--- src/rtl/clk_sw_pkg.sv ---
// Shared select encodings and control-FSM states for the 800M/500M/1000M clock switch.
package clk_sw_pkg;

  localparam logic [1:0] SEL_800M  = 2'b00;
  localparam logic [1:0] SEL_500M  = 2'b01;
  localparam logic [1:0] SEL_1000M = 2'b10;
  localparam logic [1:0] SEL_RSVD  = 2'b11;

  typedef enum logic [1:0] {
    ST_IDLE   = 2'd0,
    ST_SETTLE = 2'd1,
    ST_DONE   = 2'd2
  } state_t;

  function automatic logic sel_is_legal(input logic [1:0] sel);
    return sel != SEL_RSVD;
  endfunction

endpackage

--- src/rtl/clk_sel_ctrl_settle_timer.sv ---
// Loadable down-counter that parks at zero; tick flags the zero count.
module settle_timer #(
  parameter int CNT_W = 7
) (
  input  logic             clk,
  input  logic             rst,
  input  logic             load,
  input  logic [CNT_W-1:0] value,
  output logic             tick
);

  logic [CNT_W-1:0] cnt;

  always_ff @(posedge clk or posedge rst) begin
    if (rst) begin
      cnt <= '0;
    end else if (load) begin
      cnt <= value;
    end else if (cnt != '0) begin
      cnt <= cnt - 1'b1;
    end
  end

  assign tick = (cnt == '0);

endmodule

--- src/rtl/clk_sel_ctrl.sv ---
// Request/handshake front end for the glitch-free clock switch: holds clk_sel through a
// settle window so the switch's synchronizers finish before the next retarget.
module clk_sel_ctrl
  import clk_sw_pkg::*;
#(
  parameter int         SETTLE_CYC = 64,
  parameter int         CNT_W      = 7,
  parameter logic [1:0] RST_SEL    = 2'b00
) (
  input  logic       clk,
  input  logic       rst,
  input  logic       req_valid,
  input  logic [1:0] req_sel,
  output logic       req_ready,
  output logic [1:0] clk_sel,
  output logic       busy,
  output logic       done,
  output logic       err,
  output logic [1:0] cur_sel
);

  localparam logic [CNT_W-1:0] SETTLE_LOAD = CNT_W'(SETTLE_CYC - 1);

  state_t state;
  logic   transfer;
  logic   start_settle;
  logic   tick;

  // req_ready is only high in IDLE, so a transfer implies the FSM is idle.
  assign transfer     = req_valid & req_ready;
  assign start_settle = transfer & sel_is_legal(req_sel) & (req_sel != cur_sel);

  settle_timer #(
    .CNT_W(CNT_W)
  ) u_timer (
    .clk  (clk),
    .rst  (rst),
    .load (start_settle),
    .value(SETTLE_LOAD),
    .tick (tick)
  );

  always_ff @(posedge clk or posedge rst) begin
    if (rst) begin
      state     <= ST_IDLE;
      clk_sel   <= RST_SEL;
      cur_sel   <= RST_SEL;
      req_ready <= 1'b1;
      busy      <= 1'b0;
      done      <= 1'b0;
      err       <= 1'b0;
    end else begin
      done <= 1'b0;
      err  <= 1'b0;
      case (state)
        ST_IDLE: begin
          if (transfer) begin
            if (!sel_is_legal(req_sel)) begin
              err <= 1'b1;
            end else if (req_sel == cur_sel) begin
              state     <= ST_DONE;
              done      <= 1'b1;
              req_ready <= 1'b0;
            end else begin
              state     <= ST_SETTLE;
              clk_sel   <= req_sel;
              busy      <= 1'b1;
              req_ready <= 1'b0;
            end
          end
        end
        ST_SETTLE: begin
          if (tick) begin
            state   <= ST_DONE;
            cur_sel <= clk_sel;
            busy    <= 1'b0;
            done    <= 1'b1;
          end
        end
        ST_DONE: begin
          state     <= ST_IDLE;
          req_ready <= 1'b1;
        end
        default: begin
          state     <= ST_IDLE;
          busy      <= 1'b0;
          req_ready <= 1'b1;
        end
      endcase
    end
  end

endmodule

--- config.mk ---
export PLATFORM = sky130hd
export DESIGN_NAME = clk_sel_ctrl
export DESIGN_NICKNAME = d
export VERILOG_FILES = /design/src/rtl/clk_sw_pkg.sv /design/src/rtl/clk_sel_ctrl_settle_timer.sv /design/src/rtl/clk_sel_ctrl.sv
export SDC_FILE = /design/constraint.sdc
export NUM_CORES = 1
export LEC_CHECK = 0
export BUFFER_PORTS_ARGS = -buffer_cell sky130_fd_sc_hd__buf_2
export CORE_AREA = 3 3 56 43
export DETAILED_ROUTE_END_ITERATION = 12
export DIE_AREA = 0 0 59 46
export GPL_TIMING_DRIVEN = 1
export PLACE_DENSITY = 0.78
export SYNTH_ARGS = -nofsm -noshare
export SYNTH_HDL_FRONTEND = slang
export SYNTH_HIERARCHICAL = 1
export SYNTH_SLANG_ARGS = --single-unit
--- constraint.sdc ---
create_clock -name clk -period 1.8 [get_ports clk]
set_input_delay 0.27 -clock clk [delete_from_list [all_inputs] [get_ports clk]]
set_output_delay 0.27 -clock clk [all_outputs]
set_load 0.1 [all_outputs]
# Yosys cells after proc, flatten, opt, wreduce, memory -nomap -nowiden
# Cells that the tools add are included.
# totals
wordCells	56
ff_bits	17
# classes
reduce_logical	9
muxes	23
n_addsub	1
n_bitwise	6
eq_ne	9
# ops
cell	count
7-bit two-way mux	2
1-bit two-way mux	13
2-bit != test, second input constant	5
2-bit two-way mux	4
7-bit zero test	1
7-bit nonzero test	1
7-bit by 1-bit subtractor with 7-bit output, second input constant	1
3-bit AND reduction	2
5-bit AND reduction	1
1-bit case mux with 2 select lines	2
2-bit case mux with 2 select lines	1
4-bit AND reduction	1
1-bit bitwise AND	3
1-bit inverter	3
1-bit case mux with 3 select lines	1
2-bit by 1-bit == test with 1-bit output, second input constant	1
2-bit == test	1
2-bit == test, second input constant	1
2-bit zero test	1
2-bit != test	1
2-bit AND reduction	1
2-bit nonzero test	1

# Longest topological paths before layout
# logic_depth
word_depth	5
depth_mapped	7

# By module
# Netlist, hierarchy kept.
# by_module_without_submodules
module	seq_area_each_um2	cells_each	instances	area_each_um2
clk_sel_ctrl	251.5	61	1	565.5
settle_timer	175.2	47	1	457.9

# Worst setup path after synthesis
# No wires, ideal clock.
# synth_timing
kind	reg-to-reg
startpoint	reg cur_sel[1]
endpoint	reg u_timer.cnt[0]
setup_ns	0.135
t_arrival_ns	2.050
setup_slack_ns	-0.385
stages_incl_launch_ff	5
synth_period_minus_slack_ns	2.185
path_cell_list	dfrtp_1 -> o21ai_0 -> a21oi_1 -> clkbuf_1 -> o31ai_1
# synth_between
elab_chain_len	3
# synth_lines
element	line	rtl
start, declared	clk_sel_ctrl.sv:19	output logic [1:0] cur_sel
start signal, assigned	clk_sel_ctrl.sv:75	cur_sel <= clk_sel;
2-bit != test *	clk_sel_ctrl.sv:31	assign start_settle = transfer & sel_is_legal(req_sel) & (req_sel != cur_sel);
1-bit bitwise AND *	clk_sel_ctrl.sv:31	
via start_settle	clk_sel_ctrl.sv:26	logic start_settle;
7-bit two-way mux / 2-bit nonzero test (equally long branches)	--	
end signal, assigned	clk_sel_ctrl_settle_timer.sv:18	cnt <= value;
end signal, assigned	clk_sel_ctrl_settle_timer.sv:20	cnt <= cnt - 1'b1;
end, declared	clk_sel_ctrl_settle_timer.sv:12	logic [CNT_W-1:0] cnt;
# The timed path passes the listed nets; every way through them passes the cells marked *.
# A chain may end at the register's enable or synchronous reset.

# Worst setup path after layout
# layout_timing
startpoint	reg u_timer.cnt[5]
endpoint	reg cur_sel[0]
# layout_between
elab_chain_len	2
# layout_lines
element	line	rtl
7-bit zero test	clk_sel_ctrl_settle_timer.sv:24	assign tick = (cnt == '0);
via tick	clk_sel_ctrl.sv:27	logic tick;
2-bit AND reduction (no line)	--	
# The timed path passes the listed nets, and every way through them passes these cells.

==> out/metrics.csv <==
stage;metric;value;unit
yosys;leading area contributor after synthesis;dfrtp_1;
floorplanning;Core Box Area;1850;um2
yosys;Synth area leaders;dfrtp_1 39%, nand2_1 4.4%, o21ai_0 3.9%;
yosys;#FFs+latches synth;17;
floorplanning;# rows;13;
worst_setup_path;CP max FO;3;
worst_setup_path;WP data arrival;1.90;ns
yosys;Yosys top cell area share;39.1;%
run_status;outcome;finished, final reports clean;
cts;CTS tree;yes;
cells_and_area;Multi-input gate area;573;um2
sta;final period utilization;96.3;%
cells_and_area;NumNets Final;141;
floorplanning;Starting Density;55.2;%
global_routing;met3 Usage GRT;7.08;%
placed_design;Final Wtd Congestion;0.928;
worst_setup_path;R2R cell count;4;
worst_setup_path;reg2reg start;u_timer/cnt[5];
placed_design;dpl cells;148;
worst_setup_path;Worst Setup EP;cur_sel[0];
cells_and_area;Cell Count, Final, Fillers Out;155;
route;Final ANT Viol Nets;0;
cells_and_area;antenna cells;0;
sta;final setup fails;0;
sta;f_max;577;MHz
yosys;Async SR Flop Fraction;100;%
route;Post-Route WL;2260;um
yosys;mux cell area share after synthesis;2.20;%
yosys;Post-synth EDFFs;0;
cts;CTS root buf;clkbuf_4;
yosys;predominant post-synthesis flop cell;dfrtp_1;
cells_and_area;layout cell share with drive strength beyond 1;26.3;%
sta;Final Hold Viols;0;
floorplanning;die span in y;46;um
global_routing;grt peak-use layer;met2;
global_routing;first-pass GRT wire length;3770;um
yosys;syn avg cell area;9.48;um2
placed_design;IO buf count;12;
cells_and_area;FF/Latch Area;432;um2
yosys;warnings from Yosys;6;
worst_setup_path;RR Endpoint;cur_sel[0];
global_routing;antenna violations before repair;0;
route;Avg WL per Cell;14.6;um
sta;fin crit period;1.73;ns
route;DRC marker count from the first detailed-route iteration;41;
cts;total CTS buffers;3;
yosys;largest family of logic cells by synthesized area;simple AND/OR/NAND/NOR gates;
cells_and_area;commonest non-fill, non-tap cell in the layout;dfrtp_1;
route;drt drc;0;
run;Max Cap Viol;0;
floorplanning;DIE AREA;2710;um2
global_routing;Global Route Usage Sum;19.5;%
worst_setup_path;Critical Path Source Type;flip-flop;
sta;Slew Limit Fails;0;
yosys;post-synth design cell area;1020;um2
sta;clock skew;0.00735;ns
yosys;simple-gate portion of the synthesized area;26.3;%
worst_setup_path;Setup crit end kind;flip-flop;
yosys;Synth Area in XOR/XNOR;1.71;%
worst_setup_path;Worst EP required;1.97;ns
worst_setup_path;origin of the worst setup path;u_timer/cnt[5];
yosys;compound-gate portion of the synthesized area;19.7;%
global_routing;vias in the first global route;793;
power;leakage power;0.552;nW
floorplanning;I/O pin count;13;
cts;Longest Clk Path Bufs;2;
cells_and_area;area delta synth->final;18.1;%
worst_setup_path;r2r setup slk;0.07;ns
global_routing;grt met1 use;27.6;%
global_routing;gr ovfl total;0;
cts;Worst-Skew Late Latency;0.29;ns
power;peak supply drop;1.19;mV
cts;htree depth;1;
worst_hold_path;worst hold path depth;3;
global_routing;met2 Resource Use GR;27.8;%
worst_hold_path;HP Class;in -> reg;
worst_setup_path;WS Path Type;reg -> reg;
yosys;adder-cell area share of the yosys netlist;2.44;%
yosys;post-synthesis sequential area ratio;41.7;%
cts;clk sinks;17;
route;Via density;5.68;
cts;CTS clock-pin slew for the worst setup and hold paths;0.09;ns
global_routing;pin count of the biggest net entering global routing;16;
yosys;Mapped Cells;108;
floorplanning;Die Wd;59;um
cells_and_area;Layout fillers;157;
cells_and_area;most frequent cells in the layout;14 x dfrtp_1, 12 x nand2_1, 12 x buf_2;
cells_and_area;Core Util, Final;65.2;%
route;Via Count;880;
power;pwr dens;1710;nW/um2
yosys;Cell variety after synth;42;
placed_design;Final HPWL DP;1790;um
route;drt pass-1 iters;4;
## routing by layer
| metal | up-vias | part of all wire (%) |
|---|---|---|
| met5 | - | 0 |
| met4 | 0 | 2.2 |
| met3 | 10 | 5.4 |
| met2 | 28 | 43 |
| met1 | 413 | 50 |
| li1 | 429 | - |
## worst max-delay path, stage by stage, from the launching register on
cell and delay (ns):
dfrtp_1 0.43, or4_4 0.57, nor2_4 0.13, nand3b_1 0.17, mux2_2 0.32
## sequential cells by signal, indices dropped and copies added, names as in the netlist
register and count:
state 2, u_timer/cnt 7, cur_sel 2, clk_sel 2
done 1, err 1, busy 1, req_ready 1
## final cells by class
class,instances,area share [%]
multi-input combinational,85,47.4
sequential,17,35.7
inverter,7,2.17
timing repair buffer,20,10.1
clock buffer,3,1.86
tap,22,2.28
clock inverter,1,0.414
## cell families after synthesis
family                   count (synthesis)
other                                    2
multiplexers                             2
AO/OA/AOI/OAI                           29
XOR/XNOR                                 2
flip-flops                              17
buffers and inverters                   11
adder cells (fa/ha/maj)                  2
AND/OR/NAND/NOR                         43
## repair_timing
action | CTS | global route
endpoints found under the hold margin | 16 | 0
setup endpoints to repair | 0 | 6
hold buffers | 1 | 0
buffers inserted | 0 | 2
gates resized for setup | 0 | 1
## Yosys cell counts, drive strengths merged, types with 2 or more instances
library cell and instances:
dfrtp 16, nand2 12, o21ai 9, inv 7
nor2b 5, o31ai 5, a21oi 4, nand3 4
nor2 4, a21o 3, nor3 3, buf 2
clkbuf 2, conb 2, ha 2, mux2 2
nand3b 2, nor3b 2, nor4 2, or4 2
xnor2 2
## metrics by stage
| stage | setup slack [ns] | instance area [um2] | TNS, ns | power (mW) | hold WS [ns] |
|---|---|---|---|---|---|
| CTS | 0.0466 | 1190 | 0 | 2.04 | 0.296 |
| finish | 0.0659 | 1210 | 0 | 2.06 | 0.316 |
| global placement | 0.0892 | 1150 | 0 | 1.78 | 0.224 |
| floorplan | 0.0711 | 1050 | 0 | 1.56 | 0.0734 |
| detailed placement | 0.0842 | 1150 | 0 | 1.84 | 0.227 |
| global route | -0.0207 | 1210 | -0.0207 | 2.21 | 0.324 |
## power breakdown
part	switching, mW	leakage (nW)	internal [mW]	total (mW)
logic	0.773	0.334	0.417	1.19
registers	0.140	0.200	0.539	0.678
clock network	0.110	0.0177	0.0826	0.193
total	1.02	0.552	1.04	2.06
## worst min-delay path by stage
stage	startpoint	to	slack, ns
final	req_valid	req_ready	0.32
after global routing	req_valid	req_ready	0.32
after CTS	req_sel[1]	err	0.30
after detailed placement	rst	u_timer/cnt[0]	0.23
after global placement	rst	u_timer/cnt[0]	0.22
after floorplan	rst	u_timer/cnt[0]	0.07
No activity file was read; power rests on OpenSTA's default activity.
